**src/rtl/frac_out_collector.sv**
```systemverilog
// Moving-average collector for the toggle-announced Q8.24 derivative stream, with a valid/ready output FIFO.
// Optional macro FRAC_COLLECT_WARMUP_EN holds off output until the averaging window has been filled once.
module frac_out_collector #(
    parameter int WIN_LOG2  = 3,
    parameter int FIFO_LOG2 = 2
) (
    input  logic                  clk_100HZ,
    input  logic                  Rst,
    input  logic signed [31:0]    Sample_i,
    input  logic                  SampleInd_i,
    output logic signed [31:0]    Avg_o,
    output logic                  AvgValid_o,
    input  logic                  AvgReady_i,
    output logic                  Overflow_o,
    output logic [FIFO_LOG2:0]    Fill_o
);

    localparam int WIN   = 1 << WIN_LOG2;
    localparam int DEPTH = 1 << FIFO_LOG2;
    localparam int SUM_W = 32 + WIN_LOG2;
    localparam int FW    = FIFO_LOG2 + 1;

    logic                       ind_q;
    logic                       sample_evt;
    logic signed [31:0]         win_mem [WIN];
    logic [WIN_LOG2-1:0]        win_ptr;
    logic signed [SUM_W-1:0]    win_sum;
    logic                       push_req;
    logic                       push_q;
    logic signed [31:0]         avg_new;

    assign sample_evt = SampleInd_i ^ ind_q;

    // The sum is already registered when push_q fires, so the average reflects the newest sample.
    assign avg_new = 32'(win_sum >>> WIN_LOG2);

    always_ff @(posedge clk_100HZ) begin
        if (Rst) begin
            ind_q   <= SampleInd_i;
            win_ptr <= '0;
            win_sum <= '0;
            push_q  <= 1'b0;
            // NOTE: the window must be reset because its zero contents feed the early averages;
            // the FIFO storage below is never read before being written, so it is left unreset.
            for (int i = 0; i < WIN; i++) begin
                win_mem[i] <= '0;
            end
        end else begin
            ind_q  <= SampleInd_i;
            push_q <= push_req;
            if (sample_evt) begin
                win_mem[win_ptr] <= Sample_i;
                win_ptr          <= win_ptr + WIN_LOG2'(1);
                win_sum          <= win_sum + SUM_W'(Sample_i) - SUM_W'(win_mem[win_ptr]);
            end
        end
    end

`ifdef FRAC_COLLECT_WARMUP_EN
    typedef enum logic {
        S_WARMUP = 1'b0,
        S_RUN    = 1'b1
    } state_t;

    state_t                 state_q;
    state_t                 state_d;
    logic [WIN_LOG2-1:0]    warm_cnt_q;
    logic [WIN_LOG2-1:0]    warm_cnt_d;

    always_ff @(posedge clk_100HZ) begin
        if (Rst) begin
            state_q    <= S_WARMUP;
            warm_cnt_q <= '0;
        end else begin
            state_q    <= state_d;
            warm_cnt_q <= warm_cnt_d;
        end
    end

    always_comb begin
        // NOTE: every output of this block gets a default first so no path leaves it unassigned (no latch).
        state_d    = state_q;
        warm_cnt_d = warm_cnt_q;
        push_req   = 1'b0;
        case (state_q)
            S_WARMUP: begin
                if (sample_evt) begin
                    if (warm_cnt_q == WIN_LOG2'(WIN - 1)) begin
                        state_d  = S_RUN;
                        push_req = 1'b1;
                    end else begin
                        warm_cnt_d = warm_cnt_q + WIN_LOG2'(1);
                    end
                end
            end
            S_RUN:   push_req = sample_evt;
            default: state_d  = S_WARMUP;
        endcase
    end
`else
    assign push_req = sample_evt;
`endif

    logic signed [31:0]     fifo_mem [DEPTH];
    logic [FIFO_LOG2-1:0]   rd_ptr;
    logic [FIFO_LOG2-1:0]   wr_ptr;
    logic [FIFO_LOG2-1:0]   rd_ptr_nxt;
    logic [FIFO_LOG2:0]     fill_q;
    logic [FIFO_LOG2:0]     fill_after_pop;
    logic [FIFO_LOG2:0]     fill_nxt;
    logic                   fifo_full;
    logic                   pop;
    logic                   push_ok;
    logic signed [31:0]     head_nxt;

    assign fifo_full      = (fill_q == FW'(DEPTH));
    assign pop            = AvgValid_o & AvgReady_i;
    assign push_ok        = push_q & (~fifo_full | pop);
    assign rd_ptr_nxt     = pop ? rd_ptr + FIFO_LOG2'(1) : rd_ptr;
    assign fill_after_pop = fill_q - FW'(pop);
    assign fill_nxt       = fill_after_pop + FW'(push_ok);
    assign Fill_o         = fill_q;

    // The head only changes when the FIFO goes empty, a pop exposes the next entry, or a push lands in an empty FIFO.
    always_comb begin
        head_nxt = '0;
        if (fill_nxt != '0) begin
            if (fill_after_pop == '0) begin
                head_nxt = avg_new;
            end else begin
                head_nxt = fifo_mem[rd_ptr_nxt];
            end
        end
    end

    always_ff @(posedge clk_100HZ) begin
        if (push_ok && !Rst) begin
            fifo_mem[wr_ptr] <= avg_new;
        end
    end

    always_ff @(posedge clk_100HZ) begin
        if (Rst) begin
            rd_ptr     <= '0;
            wr_ptr     <= '0;
            fill_q     <= '0;
            Avg_o      <= '0;
            AvgValid_o <= 1'b0;
            Overflow_o <= 1'b0;
        end else begin
            if (push_ok) begin
                wr_ptr <= wr_ptr + FIFO_LOG2'(1);
            end
            rd_ptr     <= rd_ptr_nxt;
            fill_q     <= fill_nxt;
            Avg_o      <= head_nxt;
            AvgValid_o <= (fill_nxt != '0);
            if (push_q && !push_ok) begin
                Overflow_o <= 1'b1;
            end
        end
    end

endmodule

```
**config.mk**
```make
export PLATFORM = sky130hd
export DESIGN_NAME = frac_out_collector
export DESIGN_NICKNAME = d
export VERILOG_FILES = /design/src/rtl/frac_out_collector.sv
export SDC_FILE = /design/constraint.sdc
export NUM_CORES = 1
export LEC_CHECK = 0
export CELL_PAD_IN_SITES_DETAIL_PLACEMENT = 1
export CELL_PAD_IN_SITES_GLOBAL_PLACEMENT = 2
export CORE_ASPECT_RATIO = 0.6
export CORE_MARGIN = 10
export CORE_UTILIZATION = 40
export CTS_CLUSTER_DIAMETER = 40
export CTS_CLUSTER_SIZE = 20
export DETAILED_ROUTE_END_ITERATION = 6
export PLACE_DENSITY = 0.77
export SKIP_CTS_REPAIR_TIMING = 1
export SLEW_MARGIN = 20
export SYNTH_ARGS = -nofsm -noshare
export SYNTH_HDL_FRONTEND = slang
export SYNTH_SLANG_ARGS = --single-unit
```
**constraint.sdc**
```tcl
create_clock -name clk_100HZ -period 5.8 [get_ports clk_100HZ]
set_clock_uncertainty 0.1 [all_clocks]
set_input_delay 1.74 -clock clk_100HZ [delete_from_list [all_inputs] [get_ports clk_100HZ]]
set_output_delay 1.74 -clock clk_100HZ [all_outputs]
set_load 0.005 [all_outputs]
```
# --- Word-level counts from Yosys, hierarchy flattened ---
# Memory sizes are Yosys's and may differ from the RTL's. A register that Yosys moved wholly into a read port is not among the register bits.
# Cells that the tools add are included.
totals:
  n_memories: 2
  mem_bits_rw: 384
  reg_bits: 81
  output_inout_bits: 37
  word_cells: 48
  input_bits: 36
memory_table:
  columns: ["name", "depth", "word_bits", "read_ports", "rd_clocked_by_memory_dff", "write_ports", "line_no", "text"]
  rows:
  - ["win_mem", 8, 32, 1, 1, 8, "25", "logic signed [31:0] win_mem [WIN];"]
  - ["fifo_mem", 4, 32, 1, 0, 1, "104", "logic signed [31:0] fifo_mem [DEPTH];"]
op_classes:
  add_sub_neg: 7
  n_bitwise: 6
  n_eq_ne: 1
  n_reduce_logical: 8
  mux: 14
ops:
  columns: ["op", "n"]
  rows:
  - ["32-bit 2-to-1 mux", 2]
  - ["35-bit by 32-bit adder with 35-bit output", 1]
  - ["35-bit by 32-bit subtractor with 35-bit output", 1]
  - ["32-bit OR reduction", 1]
  - ["3-bit 2-to-1 mux", 3]
  - ["1-bit 2-to-1 mux", 8]
  - ["2-bit by 1-bit adder with 2-bit output, second input constant", 2]
  - ["3-bit by 1-bit adder with 3-bit output", 1]
  - ["3-bit by 1-bit adder with 3-bit output, second input constant", 1]
  - ["3-bit equality test, second input constant", 1]
  - ["3-bit zero test", 1]
  - ["3-bit nonzero test", 1]
  - ["3-bit by 1-bit subtractor with 3-bit output", 1]
  - ["1-bit bitwise AND", 2]
  - ["1-bit logical AND", 2]
  - ["1-bit zero test", 2]
  - ["2-bit 2-to-1 mux", 1]
  - ["1-bit inverter", 2]
  - ["2-bit OR reduction", 1]
  - ["1-bit bitwise OR", 1]
  - ["1-bit XOR", 1]

# --- Longest topological paths before layout ---
logic_depth:
  ltp_word: 8
  mapped_depth: 16
  ltp_nobuf: 14

# --- Worst setup path after synthesis ---
# Ideal clock, no wire load.
synth_path:
  kind: "input-to-reg"
  startpoint: "in SampleInd_i"
  endpoint: "mem win_mem[7][0] (enable)"
  arrival_ns: 5.203
  required_ns: 5.234
  setup_ns: 0.466
  slack_ns: 0.031
  path_buffers: 1
  stages: 6
  path_cell_list: "xor2_1 > nand2_1 > inv_2 > nand2_1 > clkbuf_1 > o21ai_0"
synth_lines:
  columns: ["item", "line_no", "text"]
  rows:
  - ["start: declaration", "10", "input logic SampleInd_i,"]
  - ["end: declaration", "25", null]

# --- Final worst setup path ---
layout_path:
  startpoint: "in Sample_i[1]"
  endpoint: "reg win_sum[34]"
layout_via:
  elab_chain_cells: 2
layout_rtl:
  columns: ["item", "line_no", "text"]
  rows:
  - ["start: declaration", "9", "input logic signed [31:0] Sample_i,"]
  - ["35-bit by 32-bit adder with 35-bit output", "54", "win_sum <= win_sum + SUM_W'(Sample_i) - SUM_W'(win_mem[win_ptr]);"]
  - ["35-bit by 32-bit subtractor with 35-bit output", "54", null]
  - ["end signal: assignment", "54", null]
  - ["end: declaration", "27", "logic signed [SUM_W-1:0] win_sum;"]
# No other way between the ends.
# A chain may end at the register's enable or synchronous reset.

==> run_results.csv <==
group,metric,value,unit
worst_setup_path,arrival,5500,ps
worst_setup_path,crit_required,6160,ps
final_layout,final_cell_mix,"edfxtp_1 (384), and2_1 (143), inv_1 (142)",
drt,drcViolationCount,0,
sta,fmax,195,MHz
sta,hold_viol_final,0,
yosys,synth.avg_cell_area,13.5,sq um
power_and_ir_drop,p_per_area,472,nW/um^2
clock_tree,htreeDepth,2,
clock_tree,tritoncts,"done",
global_route,grt_first_pass_wirelength,94900,um
yosys,synth_enable_flop_cells,384,
placement,gp_congestion,0.811,
hold_path,worstHoldStart,"win_sum[0]",
worst_setup_path,path_class,"in2reg",
clock_tree,path_clk_slew,70,ps
sta,fin_crit,5130,ps
clock_tree,clock_path_buffers,3,
placement,dp.cells,2369,
yosys,synthFlopType,"edfxtp_1",
die,die_x,323,um
sta,rsz0062_at_grt,"no",
status,status,"finished, final reports clean",
worst_setup_path,end_kind,"register",
global_route,grt_max_degree,65,
die,start_util,40.6,%
worst_setup_path,r2r_cells,15,
power_and_ir_drop,irDropWorstVdd,259,uV
final_layout,layout.nets,1823,
worst_setup_path,start_kind,"input pin",
die,die_area,65300,sq um
final_layout,drive_above_1_share,17.3,%
die,ios,73,
final_layout,n_antenna_cell,0,
hold_path,min_path_type,"reg2reg",
final_layout,final_cells,2464,
yosys,syn_inst,1637,
drt,vias,13900,
sta,maxSlewHeadroom,34.5,%
drt,drt-initial-drc-count,1296,
clock_tree,cts_buffers,51,
placement,hpwl,39000,um
die,die_height,202,um
sta,timing.final.crit_share,88.5,%
yosys,syn_area,22100,sq um
global_route,track_usage,19.0,%
power_and_ir_drop,leakagePower,0.00935,uW
yosys,yosysSeqAreaShare,59.9,%
clock_tree,clk_latency,590,ps
drt,post_drt_wl_per_cell,25.2,um
worst_setup_path,cp_max_fo,5,
worst_setup_path,rrSetupSlack,820,ps
clock_tree,cts.sinks,468,
placement,io_buffer_count,72,
die,num_rows,66,
yosys,ys_seq_elements,468,
drt,wl,62200,um
sta,finalSetupViolations,0,
yosys,ys_types,68,
sta,setup_tns,0,ps
clock_tree,clock-root-buffer,"clkbuf_16",
sta,worst_pin_slew,981,ps
yosys,async_reset_ff_share,0,%
drt,ant_nets,0,
final_layout,areaGrowthSynthToFinish,15.8,%
yosys,yosys_warnings,0,
global_route,grt-ovfl-total,0,
global_route,grt_pass1_vias,14900,
sta,slew_violations,0,
hold_path,min_path_cells,2,
hold_path,min_to,"win_sum[0]",
worst_setup_path,r2r_end,"win_sum[34]",
yosys,syn-num-nets,1752,
die,coreArea,54300,sq um
drt,drt-pass1-iter-count,5,
run,cap_viol_max_count,0,
drt,vias_per_cell,5.66,
global_route,antenna_found_initial,1,
final_layout,final_common_cell,"edfxtp_1",
-- metal layers --
layer	track usage [%]	wire length (um)	vias to the layer above
met5	0	0	-
met4	3.73	987	0
met3	2.88	2830	70
met2	30.6	29400	307
met1	27.1	28900	7390
li1	-	-	6181
-- registers in the layout (all words and copies together) (netlist names), named ones only --
signal and flops:
win_ptr 3, wr_ptr 2, win_sum 35, fifo_mem 128
Avg_o 32, push_q 1, ind_q 1, rd_ptr 2
win_mem 256, Fill_o 3, Overflow_o 1, AvgValid_o 1
-- worst max-delay path: stages --
cell	delay (ps)
clkdlybuf4s50_1	530
inv_1	120
fa_1	550
inv_1	70
fa_1	490
a211o_1	310
a211oi_2	340
o2bb2ai_2	170
o211a_4	290
o211ai_2	250
a21oi_1	130
o211ai_2	200
mux2_4	310
-- cell families (layout without fill, tap and decap cells) --
kind of cell | Yosys count | count (layout) | share of synthesized area [%]
and+or+nand+nor | 510 | 510 | 12.4
AOI/OAI and AO/OA | 171 | 171 | 4.99
DFF | 468 | 468 | 59.9
adders and majority gates | 79 | 79 | 5.64
buffers and inverters | 246 | 359 | 4.22
muxes | 132 | 132 | 11.6
xor gates and xnor gates | 31 | 31 | 1.23
-- cells in the mapped netlist, drive strengths merged, types with 4 or more instances --
cell      n  area (sq um)
a31oi     6          52.6
fa       34           681
dfxtp    84          1680
clkbuf   86           323
o31ai     5          42.5
and3      8          50.1
nand4     7          43.8
xor2     13           114
a211o     4          35.0
or2       7          43.8
edfxtp  384         11500
nor3     42           210
or4       4          33.8
mux2     31           353
nor2b     8          50.1
nor2     42           158
nand2   128           480
o211a     4          55.1
o21ai    25           129
mux4     96          2160
nand3    14          70.1
nor4     90           563
buf      17          71.3
a211oi    8          65.1
mux2i     5          50.1
a21oi    85           425
and2    143           895
xnor2    18           158
ha       45           563
a21o     10          75.1
o311ai    4          35.0
inv     143           537
-- how the worst max path moves through the flow --
stage	from	to	slack (ps)	cells past startpoint
final	Sample_i[1]	win_sum[34]	670	13
after global routing	Sample_i[7]	win_sum[34]	560	13
after CTS	Sample_i[1]	win_sum[34]	730	13
after detailed placement	Sample_i[1]	win_sum[34]	130	13
after global placement	Sample_i[1]	win_sum[34]	200	13
after floorplan	SampleInd_i	win_mem[7][0]	30	6
-- where the power goes --
group / internal (uW) / switching (uW) / total (uW)
sequential: 4050 / 307 / 4350
clock: 1800 / 1570 / 3370
combinational: 1760 / 2570 / 4330
total: 7600 / 4450 / 12100
-- layout make-up --
class	instances	area, sq um
repair buffers	121	1110
clock inverters	40	453
inverters	143	537
fillers	5470	28800
clock buffers	55	1320
multi-input cells	923	8010
flip-flops and latches	468	13200
well taps	714	893
-- stage by stage --
stage	power (uW)	instance area (sq um)	hold slack, ps	util, %	worst slack [ps]
detailed placement	8750	23800	354	43.7	127
finish	12100	25500	367	47.0	668
global route	12800	25500	408	47.0	558
floorplan	7280	22100	332	-	31.0
global placement	8660	23800	340	43.7	204
CTS	12200	25500	365	47.0	732
(Power assumes the default switching activity.)
